[src/rtl/scarv_cop_ififo.sv]
// scarv_cop_ififo: in-order instruction buffer feeding the COP decoder.
//   Accepts 32-bit encoded ISE instructions from the host over req/ack and
//   presents the oldest buffered word to the decoder over valid/ready.
//
// Ports:
//   g_clk         core clock, all state updates on the rising edge
//   g_reset       synchronous active-high reset
//   cpu_insn_req  host offers cpu_insn_enc
//   cpu_insn_ack  buffer accepts the offered word this cycle
//   cpu_insn_enc  encoded instruction word from the host
//   cop_flush     discard all buffered instructions
//   id_valid      id_encoded holds a valid instruction
//   id_ready      execute stage consumes id_encoded this cycle
//   id_encoded    oldest buffered instruction (zero when not valid)
//   fifo_count    current occupancy, 0..DEPTH
//   insn_retired  instructions popped since reset (wraps)
//   cop_idle      buffer empty and no flush in progress
//
// Optional feature: define SCARV_COP_IFIFO_BYPASS_EN to pass an offered
// word straight through to the decoder when the buffer is empty.

module scarv_cop_ififo #(
  parameter int unsigned DEPTH = 4,
  parameter int unsigned PTR_W = 2
) (
  input  logic             g_clk,
  input  logic             g_reset,
  input  logic             cpu_insn_req,
  output logic             cpu_insn_ack,
  input  logic [31:0]      cpu_insn_enc,
  input  logic             cop_flush,
  output logic             id_valid,
  input  logic             id_ready,
  output logic [31:0]      id_encoded,
  output logic [PTR_W:0]   fifo_count,
  output logic [31:0]      insn_retired,
  output logic             cop_idle
);

  logic [31:0]      mem_q [DEPTH];
  logic [PTR_W-1:0] rd_ptr_q, rd_ptr_d;
  logic [PTR_W-1:0] wr_ptr_q, wr_ptr_d;
  logic [PTR_W:0]   count_q, count_d;
  logic [31:0]      retired_q, retired_d;

  logic not_empty, full, bypass, byp_take, push, pop, wr_en, rd_adv;

  // Handshakes, presentation and next-state.
  always_comb begin
    not_empty = (count_q != '0);
    full      = (count_q == (PTR_W+1)'(DEPTH));

`ifdef SCARV_COP_IFIFO_BYPASS_EN
    bypass = !not_empty && cpu_insn_req && !cop_flush && !g_reset;
`else
    bypass = 1'b0;
`endif

    // ack never depends on id_ready: no full-plus-pop pass-through.
    cpu_insn_ack = !g_reset && !cop_flush && !full;
    id_valid     = (not_empty && !cop_flush && !g_reset) || bypass;

    if (not_empty && !cop_flush && !g_reset) id_encoded = mem_q[rd_ptr_q];
    else if (bypass)                         id_encoded = cpu_insn_enc;
    else                                     id_encoded = 32'h0;

    push     = cpu_insn_req && cpu_insn_ack;
    pop      = id_valid && id_ready;
    // A bypassed word consumed in the same cycle never touches storage.
    byp_take = bypass && id_ready;
    wr_en    = push && !byp_take;
    rd_adv   = pop && !byp_take;

    rd_ptr_d  = rd_ptr_q;
    wr_ptr_d  = wr_ptr_q;
    count_d   = count_q;
    retired_d = retired_q + (pop ? 32'd1 : 32'd0);

    if (cop_flush) begin
      rd_ptr_d = '0;
      wr_ptr_d = '0;
      count_d  = '0;
    end else begin
      if (wr_en)  wr_ptr_d = wr_ptr_q + PTR_W'(1);
      if (rd_adv) rd_ptr_d = rd_ptr_q + PTR_W'(1);
      case ({wr_en, rd_adv})
        2'b10:   count_d = count_q + (PTR_W+1)'(1);
        2'b01:   count_d = count_q - (PTR_W+1)'(1);
        default: count_d = count_q;
      endcase
    end

    fifo_count   = count_q;
    insn_retired = retired_q;
    cop_idle     = !not_empty && !cop_flush;
  end

  // Pointer, occupancy and retire counter state.
  always_ff @(posedge g_clk) begin
    if (g_reset) begin
      rd_ptr_q  <= '0;
      wr_ptr_q  <= '0;
      count_q   <= '0;
      retired_q <= '0;
    end else begin
      rd_ptr_q  <= rd_ptr_d;
      wr_ptr_q  <= wr_ptr_d;
      count_q   <= count_d;
      retired_q <= retired_d;
    end
  end

  // Storage; contents need no reset since occupancy gates every read.
  always_ff @(posedge g_clk) begin
    if (wr_en) mem_q[wr_ptr_q] <= cpu_insn_enc;
  end

  // Occupancy / pointer consistency checks.
  always @(posedge g_clk) begin
    if (!g_reset) begin
      assert (!(push && full))
        else $error("ififo: push while full");
      assert (!(pop && !not_empty && !bypass))
        else $error("ififo: pop while empty");
      assert (count_q <= (PTR_W+1)'(DEPTH))
        else $error("ififo: count out of range");
      assert (count_q[PTR_W-1:0] == PTR_W'(wr_ptr_q - rd_ptr_q))
        else $error("ififo: count disagrees with pointers");
    end
  end

endmodule

[config.mk]
export PLATFORM = sky130hd
export DESIGN_NAME = scarv_cop_ififo
export DESIGN_NICKNAME = d
export VERILOG_FILES = /design/src/rtl/scarv_cop_ififo.sv
export SDC_FILE = /design/constraint.sdc
export NUM_CORES = 1
export LEC_CHECK = 0
export ABC_AREA = 1
export CORE_MARGIN = 10
export CORE_UTILIZATION = 54
export CTS_CLUSTER_SIZE = 16
export DETAILED_ROUTE_END_ITERATION = 10
export MAX_ROUTING_LAYER = met4
export PLACE_DENSITY = 0.9
export SYNTH_ARGS = -nofsm -noshare
export SYNTH_HDL_FRONTEND = slang
export SYNTH_SLANG_ARGS = --single-unit
[constraint.sdc]
create_clock -name g_clk -period 2.75 [get_ports g_clk]
set_input_delay 0.275 -clock g_clk [delete_from_list [all_inputs] [get_ports g_clk]]
set_output_delay 0.275 -clock g_clk [all_outputs]
set_load 0.01 [all_outputs]
# [Word-level counts from Yosys, hierarchy flattened]
# Memories as Yosys holds them, arrays and structs flattened. A register that Yosys moved wholly into a read port is not among the register bits.
# Cells that the tools add are included.
[word_totals] reg_bits=39 mem_bits_rw=128 input_bits=37 memories=1
[mem_list] memory="mem_q" depth=4 width=32 rd=1 rd_clocked_by_memory_dff=1 write_ports=1 line_no="40" rtl="logic [31:0] mem_q [DEPTH];"
[classes] mux=7 n_addsub=5 n_reduce_logical=14 n_eq_ne=3
[ops] op="32-bit by 1-bit adder with 32-bit output" n=1
[ops] op="32-bit two-way mux" n=1
[ops] op="1-bit logical AND" n=7
[ops] op="3-bit case mux with 2 select lines" n=1
[ops] op="2-bit by 1-bit adder with 2-bit output (second input constant)" n=2
[ops] op="1-bit zero test" n=4
[ops] op="2-bit two-way mux" n=2
[ops] op="3-bit by 1-bit adder with 3-bit output (second input constant)" n=1
[ops] op="3-bit equality test (second input constant)" n=1
[ops] op="1-bit two-way mux" n=3
[ops] op="3-bit nonzero test" n=1
[ops] op="3-bit by 1-bit subtractor with 3-bit output (second input constant)" n=1
[ops] op="2-bit by 1-bit equality test with 1-bit output (second input constant)" n=1
[ops] op="2-bit equality test (second input constant)" n=1
[ops] op="2-bit nonzero test" n=1
[ops] op="2-bit OR reduction" n=1

# [Longest topological paths before layout]
[depth] word_depth=6 ltp_mapped=13

# [Least setup slack after synthesis]
# OpenSTA, ideal clock, no wires.
[synth_timing] path_type="register to register" start="register count_q[1], in the netlist fifo_count[1]" end="memory mem_q[0][0] (enable)" path_stages_with_launch=5 t_arrival_ns=2.100 slack_ns=0.229 setup_ns=0.421 path_cell_list="dfxtp_1 -> inv_1 -> nand3_1 -> nand3_2 -> nor2_1"
[synth_via] elab_chain_cells=6
[synth_lines] item="from (decl)" line_no="43" rtl="logic [PTR_W:0] count_q, count_d;"
[synth_lines] item="from (signal assigned)" line_no="108" rtl="count_q <= count_d;"
[synth_lines] item="3-bit equality test" line_no="51" rtl="full = (count_q == (PTR_W+1)'(DEPTH));"
[synth_lines] item="1-bit zero test" line_no="60" rtl="cpu_insn_ack = !g_reset && !cop_flush && !full;"
[synth_lines] item="1-bit logical AND" line_no="60"
[synth_lines] item="1-bit logical AND" line_no="67" rtl="push = cpu_insn_req && cpu_insn_ack;"
[synth_lines] item="1-bit two-way mux" line_no="115" rtl="if (wr_en) mem_q[wr_ptr_q] <= cpu_insn_enc;"
[synth_lines] item="1-bit two-way mux (not written as such)" line_no="115"
[synth_lines] item="to (decl)" line_no="40"
# No other way between the ends.

==> impl_metrics.py <==
metrics = {
    "clock_tree": {
        "holdBufCountCts": 0,
        "cts-root-buf": "clkbuf_16",
        "clockBufferDepth": 2,
        "h-tree-depth": 4,
        "clk_latency_ns": 0.43,
        "clkSinkCount": 169,
        "clkSlewWorstSetupHoldPaths_ns": 0.07,
        "tritoncts": "yes",
        "cts-buffers-inserted": 17,
    },
    "place": {
        "portBuffers": 106,
        "dp_hpwl_um": 10700,
        "dp_slack_ns": 0.326,
        "gp_congestion": 0.849,
        "placed_cell_area_um2": 8460,
    },
    "worst_setup_path": {
        "r2r-start": "fifo_count[0]",
        "crit_path_top_delay_cell": "clkdlybuf4s50_1",
        "crit_end": "id_encoded[4]",
        "critical_path_class": "flop to output pin",
        "end_kind": "output pin",
        "worst_ep_arrival_time_ns": 2.30,
        "cp.required_ns": 2.48,
        "max_stage_delay_ns": 0.52,
        "r2r-end": "insn_retired[14]",
        "cp_cell_sequence": "clkinvlp_4 > buf_12 > o21ai_0 > a21oi_1 > clkdlybuf4s50_1",
        "reg2regPathDepth": 13,
        "crit_path_start_kind": "flop",
        "critPathMaxFanout": 32,
        "r2r_setup_slack_ns": 0.63,
    },
    "detailed_routing": {
        "drt_first_pass_iters": 5,
        "drc": 0,
        "drt_iter0_markers": 494,
        "vias_per_cell": 5.32,
        "dr_total_vias": 5294,
        "ant_nets": 0,
        "wl_um": 16600,
        "post_drt_wl_per_cell_um": 16.7,
    },
    "power": {
        "peakVddDrop_mv": 0.513,
        "pwr-share-comb_pct": 2.8,
        "p_int_w": 0.00437,
        "switchingPower_w": 0.00110,
        "power_frac_seq_pct": 50.5,
        "powerDensity_nw_per_um2": 600,
        "clkPwrFrac_pct": 46.7,
        "swShare_pct": 20.1,
        "leakagePower_nw": 3.17,
    },
    "layout": {
        "fin_nets": 856,
        "drive_above_1_share_pct": 9.96,
        "layout_common_cells": "nor2_1, edfxtp_1, clkdlybuf4s50_1, o21ai_0, nand2_1",
        "nFillCells": 829,
        "diodes": 0,
        "area_delta_synth_final_pct": 27.9,
        "final_area_um2": 9130,
        "final_common_cell": "nor2_1",
    },
    "yosys": {
        "synthCells": 694,
        "syn_area_um2": 7140,
        "synthArstFlopShare_pct": 0,
        "ys.flop_type": "edfxtp_1",
        "yosys_warnings": 0,
        "ys_seq_area_share_pct": 65.3,
        "ys_ff_latch": 169,
        "avgSynthCellArea_um2": 10.3,
        "ys_types": 31,
        "synth_nets": 740,
        "synth_enable_flop_cells": 128,
    },
    "floorplan": {
        "die_y_um": 135,
        "num_rows": 41,
        "start_util_pct": 55.9,
        "pin_count": 107,
        "dieArea_um2": 18200,
        "die_w_um": 135,
        "core_um2": 12800,
    },
    "timing": {
        "fin_crit_sh_pct": 93.6,
        "rsz0062_at_grt": "false",
        "report.final.setup_viol": 0,
        "setup_ws_ns": 0.175,
        "period_minus_slack_ns": 2.57,
        "finalHoldViolations": 0,
        "fmax_mhz": 388,
        "tightest_slew_ns": 0.613,
        "max_slew_margin_pct": 59.1,
        "slew_violations": 0,
        "finalClockSkew_ns": 0.00700,
        "setup_tns_ns": 0,
    },
    "global_routing": {
        "antenna_found_initial": 0,
        "grtUsageTotal_pct": 19.2,
        "first_global_vias": 5213,
        "grt_first_pass_wirelength_um": 26800,
        "grt_max_degree": 65,
        "grt_overflow": 0,
    },
    "status": {
        "status": "complete, no violations",
    },
    "min_path": {
        "hold_class": "input pin to flop",
    },
    "flow_run": {
        "maxCapViolations": 0,
    },
}
[registers in the layout, indices dropped and copies added (netlist names), named ones only]
signal and cells:
mem_q 128, insn_retired 32, fifo_count 3, wr_ptr_q 2, rd_ptr_q 2
[cells by family (layout without fill, tap and decap cells)]
family          count (synthesis)  in the layout  synth area share [%]
simple gates                  309            309                  18.7
flops                         169            169                  65.3
compound gates                138            138                  9.76
buf+inv                        64            193                  3.87
fa+ha+maj                       9              9                  1.68
xor+xnor                        5              5                 0.613
[power groups by stage]
| stage | sequential [W] | combinational (W) | clock (W) |
|---|---|---|---|
| final | 0.00277 | 0.000156 | 0.00255 |
| after global routing | 0.00277 | 0.000170 | 0.00270 |
| after CTS | 0.00277 | 0.000156 | 0.00259 |
| after detailed placement | 0.00282 | 0.000154 | 0 |
| after global placement | 0.00282 | 0.000149 | 0 |
| after floorplan | 0.00282 | 0.0000520 | 0 |
[critical path: cells and delay by family (launching register included)]
kind | cells | cell delay (ns)
AOI/OAI and AO/OA | 2 | 0.41
DFF | 1 | 0.37
buffers and inverters | 3 | 1.08
[metrics by stage]
stage,hold WS [ns],power (W),util (%),std cells
2_1_floorplan,0.374,0.00287,-,694
4_1_cts,0.444,0.00551,71.3,993
6_report,0.467,0.00548,71.5,995
3_5_place_dp,0.489,0.00297,66.2,961
5_1_grt,0.465,0.00563,71.5,995
3_3_place_gp,0.486,0.00297,66.2,961
[worst min-delay path by stage]
stage | end | slack, ns | cells after the start | start
after floorplan | mem_q[0][0] | 0.37 | 0 | cpu_insn_enc[0]
after global placement | rd_ptr_q[1] | 0.49 | 2 | rd_ptr_q[1]
after detailed placement | rd_ptr_q[1] | 0.49 | 2 | rd_ptr_q[1]
after CTS | mem_q[2][15] | 0.44 | 1 | cpu_insn_enc[15]
after global routing | mem_q[2][15] | 0.47 | 1 | cpu_insn_enc[15]
final | mem_q[2][15] | 0.47 | 1 | cpu_insn_enc[15]
[synthesized netlist by cell type (5+ instances only)]
library cell    n  area, µm²
a21oi_1        62        310
buf_2          11       55.1
clkbuf_1        7       26.3
dfxtp_1        41        821
edfxtp_1      128       3840
ha_1            8        100
inv_1          36        135
nand2_1        69        259
nand2_2         6       37.5
nand3_1        18       90.1
nor2_1        193        724
nor2_2          5       31.3
nor2_4         11        124
o21ai_0        69        345
[layout make-up]
| class | count | area (µm²) | share of cell area [%] |
|---|---|---|---|
| Tap cell | 172 | 215 | 2.36 |
| Clock inverter | 15 | 211 | 2.32 |
| Inverter | 38 | 150 | 1.64 |
| Sequential cell | 169 | 4670 | 51.1 |
| Timing Repair Buffer | 123 | 1230 | 13.5 |
| Clock buffer | 17 | 425 | 4.66 |
| Multi-Input combinational cell | 461 | 2230 | 24.4 |
[metal layers]
layer	up-vias	GRT usage (%)	share of wire [%]
li1	2582	-	-
met1	2504	23.3	42
met2	193	30.6	50
met3	15	5.34	6.9
met4	0	6.10	1.0
met5	-	-	0
[timing repair]
item	4_1_cts	5_1_grt
setup buffers	0	2
setup endpoints to repair	1	21
resized for setup	1	4
Note: power is estimated with default switching activity, not from simulation.
